<file path="src/rtl/vga_timing_gen.sv">
// VGA raster timing generator: pixel counters, registered sync/enable decode,
// and a ce-gated delay line that re-aligns sync/enable with downstream colour pipelines.
module vga_timing_gen #(
  parameter int   H_VISIBLE  = 640,
  parameter int   H_FP       = 16,
  parameter int   H_SYNC     = 96,
  parameter int   H_BP       = 48,
  parameter int   V_VISIBLE  = 480,
  parameter int   V_FP       = 10,
  parameter int   V_SYNC     = 2,
  parameter int   V_BP       = 33,
  parameter logic HS_POL     = 1'b0,
  parameter logic VS_POL     = 1'b0,
  parameter int   SYNC_DELAY = 1
) (
  input  logic       clk,
  input  logic       rst,
  input  logic       ce,
  output logic       VGA_HS,
  output logic       VGA_VS,
  output logic       display,
  output logic [9:0] oX,
  output logic [9:0] oY,
  output logic       line_start,
  output logic       frame_start
);

  localparam int H_TOTAL = H_VISIBLE + H_FP + H_SYNC + H_BP;
  localparam int V_TOTAL = V_VISIBLE + V_FP + V_SYNC + V_BP;

  localparam logic [9:0] H_LAST   = 10'(H_TOTAL - 1);
  localparam logic [9:0] V_LAST   = 10'(V_TOTAL - 1);
  localparam logic [9:0] H_VIS    = 10'(H_VISIBLE);
  localparam logic [9:0] V_VIS    = 10'(V_VISIBLE);
  localparam logic [9:0] HS_START = 10'(H_VISIBLE + H_FP);
  localparam logic [9:0] HS_END   = 10'(H_VISIBLE + H_FP + H_SYNC);
  localparam logic [9:0] VS_START = 10'(V_VISIBLE + V_FP);
  localparam logic [9:0] VS_END   = 10'(V_VISIBLE + V_FP + V_SYNC);

  localparam logic [2:0] SYNC_IDLE = {~HS_POL, ~VS_POL, 1'b0};

  logic [9:0] x_q, x_d;
  logic [9:0] y_q, y_d;
  logic       hs_q, hs_d;
  logic       vs_q, vs_d;
  logic       de_q, de_d;
  logic       ls_q, ls_d;
  logic       fs_q, fs_d;

  // Decode is taken from the next counter values so it lands together with oX/oY.
  always_comb begin
    x_d  = x_q;
    y_d  = y_q;
    hs_d = hs_q;
    vs_d = vs_q;
    de_d = de_q;
    ls_d = 1'b0;
    fs_d = 1'b0;
    if (ce) begin
      if (x_q == H_LAST) begin
        x_d = '0;
        if (y_q == V_LAST) begin
          y_d = '0;
        end else begin
          y_d = y_q + 10'd1;
        end
      end else begin
        x_d = x_q + 10'd1;
      end
      de_d = (x_d < H_VIS) && (y_d < V_VIS);
      hs_d = ((x_d >= HS_START) && (x_d < HS_END)) ? HS_POL : ~HS_POL;
      vs_d = ((y_d >= VS_START) && (y_d < VS_END)) ? VS_POL : ~VS_POL;
      ls_d = (x_d == 10'd0);
      fs_d = (x_d == 10'd0) && (y_d == 10'd0);
    end
  end

  always_ff @(posedge clk or posedge rst) begin
    if (rst) begin
      x_q  <= '0;
      y_q  <= '0;
      hs_q <= ~HS_POL;
      vs_q <= ~VS_POL;
      de_q <= 1'b0;
      ls_q <= 1'b0;
      fs_q <= 1'b0;
    end else begin
      x_q  <= x_d;
      y_q  <= y_d;
      hs_q <= hs_d;
      vs_q <= vs_d;
      de_q <= de_d;
      ls_q <= ls_d;
      fs_q <= fs_d;
    end
  end

  assign oX          = x_q;
  assign oY          = y_q;
  assign line_start  = ls_q;
  assign frame_start = fs_q;

  generate
    if (SYNC_DELAY == 0) begin : g_no_delay
      assign {VGA_HS, VGA_VS, display} = {hs_q, vs_q, de_q};
    end else begin : g_delay
      logic [2:0] dly_q [SYNC_DELAY];
      logic [2:0] dly_d [SYNC_DELAY];

      // Shift stages move only on pixel steps, so the delay is counted in pixels, not clocks.
      always_comb begin
        dly_d = dly_q;
        if (ce) begin
          dly_d[0] = {hs_q, vs_q, de_q};
          for (int i = 1; i < SYNC_DELAY; i++) begin
            dly_d[i] = dly_q[i-1];
          end
        end
      end

      always_ff @(posedge clk or posedge rst) begin
        if (rst) begin
          for (int i = 0; i < SYNC_DELAY; i++) begin
            dly_q[i] <= SYNC_IDLE;
          end
        end else begin
          dly_q <= dly_d;
        end
      end

      assign {VGA_HS, VGA_VS, display} = dly_q[SYNC_DELAY-1];
    end
  endgenerate

endmodule

</file>
<file path="config.mk">
export PLATFORM = sky130hd
export DESIGN_NAME = vga_timing_gen
export DESIGN_NICKNAME = d
export VERILOG_FILES = /design/src/rtl/vga_timing_gen.sv
export SDC_FILE = /design/constraint.sdc
export NUM_CORES = 1
export LEC_CHECK = 0
export CORE_MARGIN = 2
export CORE_UTILIZATION = 30
export CTS_CLUSTER_DIAMETER = 120
export DETAILED_ROUTE_END_ITERATION = 16
export PLACE_DENSITY_LB_ADDON = 0.08
export SKIP_LAST_GASP = 1
export SLEW_MARGIN = 0
export SYNTH_ARGS = -nofsm -noshare
export SYNTH_HDL_FRONTEND = slang
export SYNTH_SLANG_ARGS = --single-unit
</file>
<file path="constraint.sdc">
create_clock -name clk -period 2.66 [get_ports clk]
set_input_delay 0.399 -clock clk [delete_from_list [all_inputs] [get_ports clk]]
set_output_delay 0.399 -clock clk [all_outputs]
set_load 0.05 [all_outputs]
</file>
==> key figures, run 1 <==
Route
  – Post-route ant nets: 0
  – DRC: 0
  – Routed WL: approximately 4900 um
  – Via-per-instance ratio: 5.29
  – Detailed Route Iter0 Violations: 65
  – First-pass iteration count of the detailed router: 4
  – Vias: about 1.7k
  – Routed WL per cell: ~16 um

Logic synthesis
  – Synth Cell Area: approximately 0.002 sq mm
  – Async set or reset register ratio after synthesis: between 90% and 100%
  – Commonest cells post-synth: 24 x dfrtp_1, 18 x nand2_1, 16 x nand3_1
  – Mapped Cells: 217
  – Synth area leaders: dfrtp_1 30%, dfstp_2 5.3%, xnor2_1 4.8%
  – Synth unique cells: 58
  – Post-synthesis net count: 224
  – Synthesis Warnings: 0
  – Seq/Total Area, Yosys: roughly a third
  – Area share of the largest cell type after synthesis: a little under a third
  – Seq cells post-synth: 28
  – Dominant synthesized flop cell: dfrtp_1
  – Count of flip-flops with a built-in enable after synthesis: 0
  – Synth area leader: dfrtp_1
  – Mean Syn Cell Area: just over 9 sq um
  – Top-count cell post-synth: dfrtp_1

Pwr
  – Share of power burned in combinational logic: roughly 49%
  – Power Total: 1.75 mW
  – Net Sw Frac: around 46%
  – VDD IR-drop max: roughly 0.56 mV
  – Psw: between 0.8 and 0.9 mW
  – Clock share of power: approximately 16%
  – Flop pwr share: 35.6%
  – P_int: ~0.94 mW
  – Pleak: roughly 0.93 nW
  – PD cells: 739 mW/mm^2

Global routing
  – Largest net degree at the start of global routing: 29
  – First-pass GRT wire length: between 8000 and 9000 um
  – GRT Util Overall: ~14%
  – GRT overflow: 0
  – Number of global-route vias before repair: about 1.6k
  – Initial antenna violation count: 0

Clock tree
  – CTS root buf: clkbuf_8
  – Hold buffer count at cts: 0
  – Max Root-Sink Buffers: 2
  – Clk sinks: 28
  – Worst-path clk slew: 0.10 ns
  – Worst-Skew Late Latency: 0.28 ns
  – H-tree depth: 1
  – CTS tree: done
  – Inserted Clock Buffers: 3

Timing
  – Worst slew pin tran: 0.521 ns
  – Min cycle time layout: between 2 and 2.5 ns
  – Final worst slack: ~0.38 ns
  – Slew HR: between 60% and 70%
  – Setup TNS: 0 ns
  – Slew Limit Fails: 0
  – Layout Skew: 0.00529 ns
  – Final setup vio count: 0
  – Final hold vios: 0
  – F_max: between 400 and 500 MHz
  – Final period utilization: ~86%
  – RSZ-0062 raised after global routing: false

Final layout
  – Area grow syn2layout: 18.1%
  – Register Area: ~710 sq um
  – # fillers: between 600 and 700
  – Multi-input logic area: between 0.001 and 0.0015 sq mm
  – Antenna cells: 0
  – Final Net Count: roughly 250
  – Share of cells above drive strength 1: between 10% and 20%

Floorplan
  – IO Pins: 28
  – Die span in x: 85.7 um
  – FP Rows: 29
  – Die extent in y: approximately 86 um
  – Die area: roughly 0.0073 sq mm
  – Core Box Area: roughly 0.0064 sq mm
  – Initial core utilization: roughly a third

Critical path
  – Crit Path Class: reg -> reg
  – Critical Path Start Type: flop
  – CP required: about 2.9 ns
  – Element type at the critical path end: flop
  – Arr. time, crit path: ~2.5 ns
  – Max FO, Critical Path: 11

Hold path
  – Worst hold path class: in -> async

Placed design
  – DP Worst Slack: about 0.3 ns
  – I/O Buffers: 27
  – Post-DP HPWL: 3600 um
  – Global placement routability congestion: about 0.91

Flow run
  – Maxcap violations: 0

Status
  – Outcome: finished, final reports clean
[logic make-up after synthesis]
kind of cell | Yosys count | synth area share [%]
AO/OA/AOI/OAI | 48 | 18.3
adder cells (fa/ha/maj) | 4 | 2.50
multiplexers | 7 | 3.87
AND/OR/NAND/NOR | 90 | 26.7
buffers and inverters | 26 | 7.31
XOR/XNOR | 14 | 6.13
flip-flops | 28 | 35.3
[sequential cells by signal (all words and copies together) (netlist names)]
name and cells:
hs_q 1, g_delay.dly_q 3, frame_start 1, oX 10, line_start 1, de_q 1, vs_q 1, oY 10
[final cells by class]
| type | count | share of cell area, % |
|---|---|---|
| multi-input cells | 163 | 48.7 |
| flip-flops and latches | 28 | 29.8 |
| repair buffers | 35 | 14.0 |
| well taps | 77 | 4.07 |
| clock buffers | 4 | 2.33 |
| inverters | 7 | 1.11 |
[worst max-delay path, cell delays in order (launching register included)]
cell and delay (ns):
dfrtp_1 0.36, ha_1 0.28, and4_2 0.38, and3_1 0.43, o21ba_2 0.22, o211ai_2 0.08, a221oi_1 0.24, and4_1 0.22
[power by group through the flow]
stage	combinational, mW	clock (mW)	sequential [mW]
detailed placement	0.861	0	0.632
floorplan	0.453	0	0.784
CTS	0.864	0.292	0.623
finish	0.855	0.270	0.622
global route	0.928	0.307	0.636
global placement	0.866	0	0.628
[cell usage in the layout, fill, tap and decap left out, types with 2 or more instances in the layout]
cell type        synthesis  final
ha_1                     4      4
nor3_1                   9      9
nand4_1                  7      7
or3_1                    2      2
and2_1                   2      2
buf_4                    7      8
xnor2_1                 11     11
dfstp_2                  4      4
nand3_1                 16     16
nand4b_1                 2      2
xor2_1                   3      3
inv_1                    7      7
a21o_1                   4      4
o21ai_0                 11     11
and3_1                   6      6
dfrtp_1                 24     24
a21oi_1                 10     10
nand2_1                 18     18
clkbuf_8                 0      4
mux2_2                   6      6
o31ai_1                  3      3
nor2_1                  12     12
nand3_2                  2      2
nor4_1                   2      2
clkdlybuf4s50_1          0     27
[layer usage]
metal  share of wire, %  vias up  global-route usage, %
met5                  0        -                      0
met4               0.59        0                   3.61
met3                3.4        2                   2.98
met2                 49       37                   23.7
met1                 47      796                   19.1
li1                   -      827                      -
[path summary, 6_finish.rpt]
check | startpoint | endpoint | slack (ns) | cells past startpoint
setup / recovery | oX[1] | frame_start | 0.38 | 7
hold / removal | rst | oX[9] | 0.49 | 3
setup reg to reg | oX[1] | frame_start | 0.38 | 7
hold reg to reg | vs_q | vs_q | 0.49 | 2
max in group asynchronous | rst | vs_q | 1.86 | 3
min in group clk | vs_q | vs_q | 0.49 | 2
[timing repair]
item                                    in CTS  in global routing
endpoints found under the setup margin       0                  1
endpoints found under the hold margin        0                  0
gates resized for setup                      0                  1
buffers inserted                             0                  0
[through the flow]
step	util (%)	instance area, sq um	hold WS [ns]	instances
2_1_floorplan	-	2000	0.461	217
4_1_cts	37.0	2360	0.491	314
6_report	37.0	2360	0.488	314
3_3_place_gp	36.1	2310	0.483	310
5_1_grt	37.0	2360	0.519	314
3_5_place_dp	36.1	2310	0.477	310
Note: power is estimated with default switching activity, not from simulation.
==> inputs of run 2 (changes only) <==
--- a/config.mk
+++ b/config.mk
@@ -9,6 +9,7 @@
 export CORE_UTILIZATION = 30
 export CTS_CLUSTER_DIAMETER = 120
 export DETAILED_ROUTE_END_ITERATION = 16
+export GPL_ROUTABILITY_DRIVEN = 0
 export PLACE_DENSITY_LB_ADDON = 0.08
 export SKIP_LAST_GASP = 1
 export SLEW_MARGIN = 0
==> results of run 2 <==
Same layout as run 1: the final DEF is identical, and so are final timing and power.
==> inputs of run 3 (changes only) <==
--- a/config.mk
+++ b/config.mk
@@ -6,10 +6,11 @@
 export NUM_CORES = 1
 export LEC_CHECK = 0
 export CORE_MARGIN = 2
-export CORE_UTILIZATION = 30
+export CORE_UTILIZATION = 45
 export CTS_CLUSTER_DIAMETER = 120
 export DETAILED_ROUTE_END_ITERATION = 16
 export GPL_ROUTABILITY_DRIVEN = 0
+export GPL_TIMING_DRIVEN = 0
 export PLACE_DENSITY_LB_ADDON = 0.08
 export SKIP_LAST_GASP = 1
 export SLEW_MARGIN = 0
==> run 3 against run 2 <==
Compared with the run above:
- sequential cell count did not move
- cell count fell by 4.5%
- utilization rose by 19 points
- die area fell by 32%
- power rose by 3.2%
- worst hold slack improved by 0.016 ns
- setup slack got worse by 0.14 ns
- highest routed layer unchanged
==> key figures, run 3 (synthesis results as in run 1) <==
Clock tree
  – CTS root buf: clkbuf_8
  – H-tree depth: 1 (unchanged)
  – CTS tree: done
  – Worst-Skew Late Latency: 0.27 ns (about the same)
  – Max Root-Sink Buffers: 2 (unchanged)
  – Hold buffer count at cts: 0 (unchanged)
  – Clk sinks: 28 (unchanged)
  – Worst-path clk slew: 0.10 ns (about the same)
  – Inserted Clock Buffers: 3 (unchanged)
  – Postcts setup bufs: 0 (unchanged)
  – Resized Gates After CTS: 0 (unchanged)

Placed design
  – DP Worst Slack: 0.246 ns (-0.0600 ns)
  – I/O Buffers: 27 (unchanged)
  – DP Area: 0.00234 sq mm (+1.2%)
  – Post-DP HPWL: 3340 um (-7.2%)

Final layout
  – Most frequent cells in the layout: 27 x clkdlybuf4s50_1, 23 x dfrtp_1, 18 x nand2_1
  – # fillers: 397 (-42%)
  – Register Area: 707 sq um (+0.18%)
  – Multi-input logic area: 0.00115 sq mm (-0.11%)
  – Final Net Count: 256 (+4.5%)
  – Most common cell after layout, fill and taps aside: clkdlybuf4s50_1
  – Final instance area: 0.00241 sq mm (+1.9%)
  – Area grow syn2layout: 20.4%
  – Share of cells above drive strength 1: 18.5% (+2.1 points)
  – Antenna cells: 0 (unchanged)

Floorplan
  – Initial core utilization: 46.3% (+15 points)
  – Die span in x: 70.7 um (-17%)
  – IO Pins: 28 (unchanged)
  – Core Box Area: 0.00432 sq mm (-32%)
  – Die area: 0.00500 sq mm (-32%)
  – FP Rows: 24 (-17%)
  – Die extent in y: 70.7 um (-17%)

Global routing
  – Largest net degree at the start of global routing: 29 (unchanged)
  – Number of global-route vias before repair: 1,574 (-3.1%)
  – GRT overflow: 0 (unchanged)
  – Initial antenna violation count: 0 (unchanged)
  – First-pass GRT wire length: 7610 um (-9.1%)
  – GRT Util Overall: 18.9% (+4.6 points)

Critical path
  – Cell mode on critical path: and4_1
  – Max incr delay on CP: 0.48 ns (+0.05 ns)
  – Cells along the critical path: ha_1, and4_1, buf_4, nand3_2, nor3_1, nand3_1, a221oi_1, and4_1
  – Crit Path Class: reg -> reg
  – Arr. time, crit path: 2.63 ns (+0.14 ns)
  – Max FO, Critical Path: 9 (-2)
  – Crit path max-delay family: simple AND/OR/NAND/NOR gates
  – Critical Path Start Type: flop
  – CP required: 2.88 ns (about the same)
  – Element type at the critical path end: flop
  – Slowest CP cell: dfrtp_1
  – WP buf/inv: 1 (+1)

Route
  – Vias: 1,752 (+5.4%)
  – First-pass iteration count of the detailed router: 4 (unchanged)
  – DRC: 0 (unchanged)
  – Detailed Route Iter0 Violations: 118 (+82%)
  – Routed WL: 4580 um (-6.8%)
  – Via-per-instance ratio: 5.84 (+10%)
  – Post-route ant nets: 0 (unchanged)
  – Routed WL per cell: 15.3 um (-2.5%)

Timing
  – Setup TNS: 0 ns (unchanged)
  – Final worst slack: 0.242 ns (-0.142 ns)
  – Final setup vio count: 0 (unchanged)
  – Final period utilization: 90.9% (+5.4 points)
  – F_max: 414 MHz (-5.9%)
  – Min cycle time layout: 2.42 ns (+0.142 ns)
  – Worst slew pin tran: 1.08 ns (+0.563 ns)
  – RSZ-0062 raised after global routing: false
  – Slew HR: 27.6% (-38 points)
  – Final hold vios: 0 (unchanged)
  – Layout Skew: 0.00484 ns (-0.000452 ns)
  – Slew Limit Fails: 0 (unchanged)

Status
  – Outcome: finished, final reports clean

Pwr
  – PD cells: 749 mW/mm^2 (+1.3%)
  – Pleak: 0.978 nW (+5.0%)
  – VDD IR-drop max: 0.565 mV (about the same)
  – Power Total: 1.80 mW (+3.2%)

Flow run
  – Maxcap violations: 0 (unchanged)

Hold path
  – Worst hold path class: reg -> reg
run 3: cell types whose count changed in the layout (fill, tap and decap cells not counted), sizes merged:
cell / change
clkbuf: +3
bufinv: +1
buf: +7
run 3: path summary, 6_finish.rpt:
path                       start          end  slack [ns]  cells after the start
max                        oX[1]  frame_start        0.24                      8
min                         hs_q         hs_q        0.50                      2
max reg2reg                oX[1]  frame_start        0.24                      8
min reg2reg                 hs_q         hs_q        0.50                      2
max in group asynchronous    rst        oX[0]        1.25                      2
min in group asynchronous    rst   line_start        0.69                      2
run 3: layout make-up:
class,instances,area share [%]
clock inverters,1,1.25
well taps,52,2.70
inverters,7,1.09
repair buffers,27,11.2
clock buffers,3,1.71
multi-input cells,163,47.7
flip-flops and latches,28,29.3
plain buffers,19,4.98
run 3: metrics by stage:
stage,instances,utilization (%),hold WS (ns)
6_report,300,55.7,0.504
5_1_grt,300,55.7,0.540
4_1_cts,300,55.7,0.508
3_5_place_dp,296,54.1,0.490
3_3_place_gp,296,54.1,0.482
2_1_floorplan,217,-,0.461
run 3: tightest hold or removal path, stage by stage (launching register included):
cell     delay, ns
dfstp_2       0.38
nor2_1        0.08
a21oi_1       0.05
run 3: routing by layer:
metal  track usage [%]  vias up  wire length (um)
met2              32.5       48              2320
met5                 0        -                 0
li1                  -      849                 -
met1              25.0      845              1980
met4              5.66        0                89
met3              2.28       10               191
run 3: report_power, final:
group	switching, mW	internal, mW	leakage (nW)	total, mW
Sequential	0.0890	0.489	0.347	0.578
Clock	0.134	0.201	0.0357	0.335
Combinational	0.571	0.320	0.596	0.891
Total	0.794	1.01	0.978	1.80
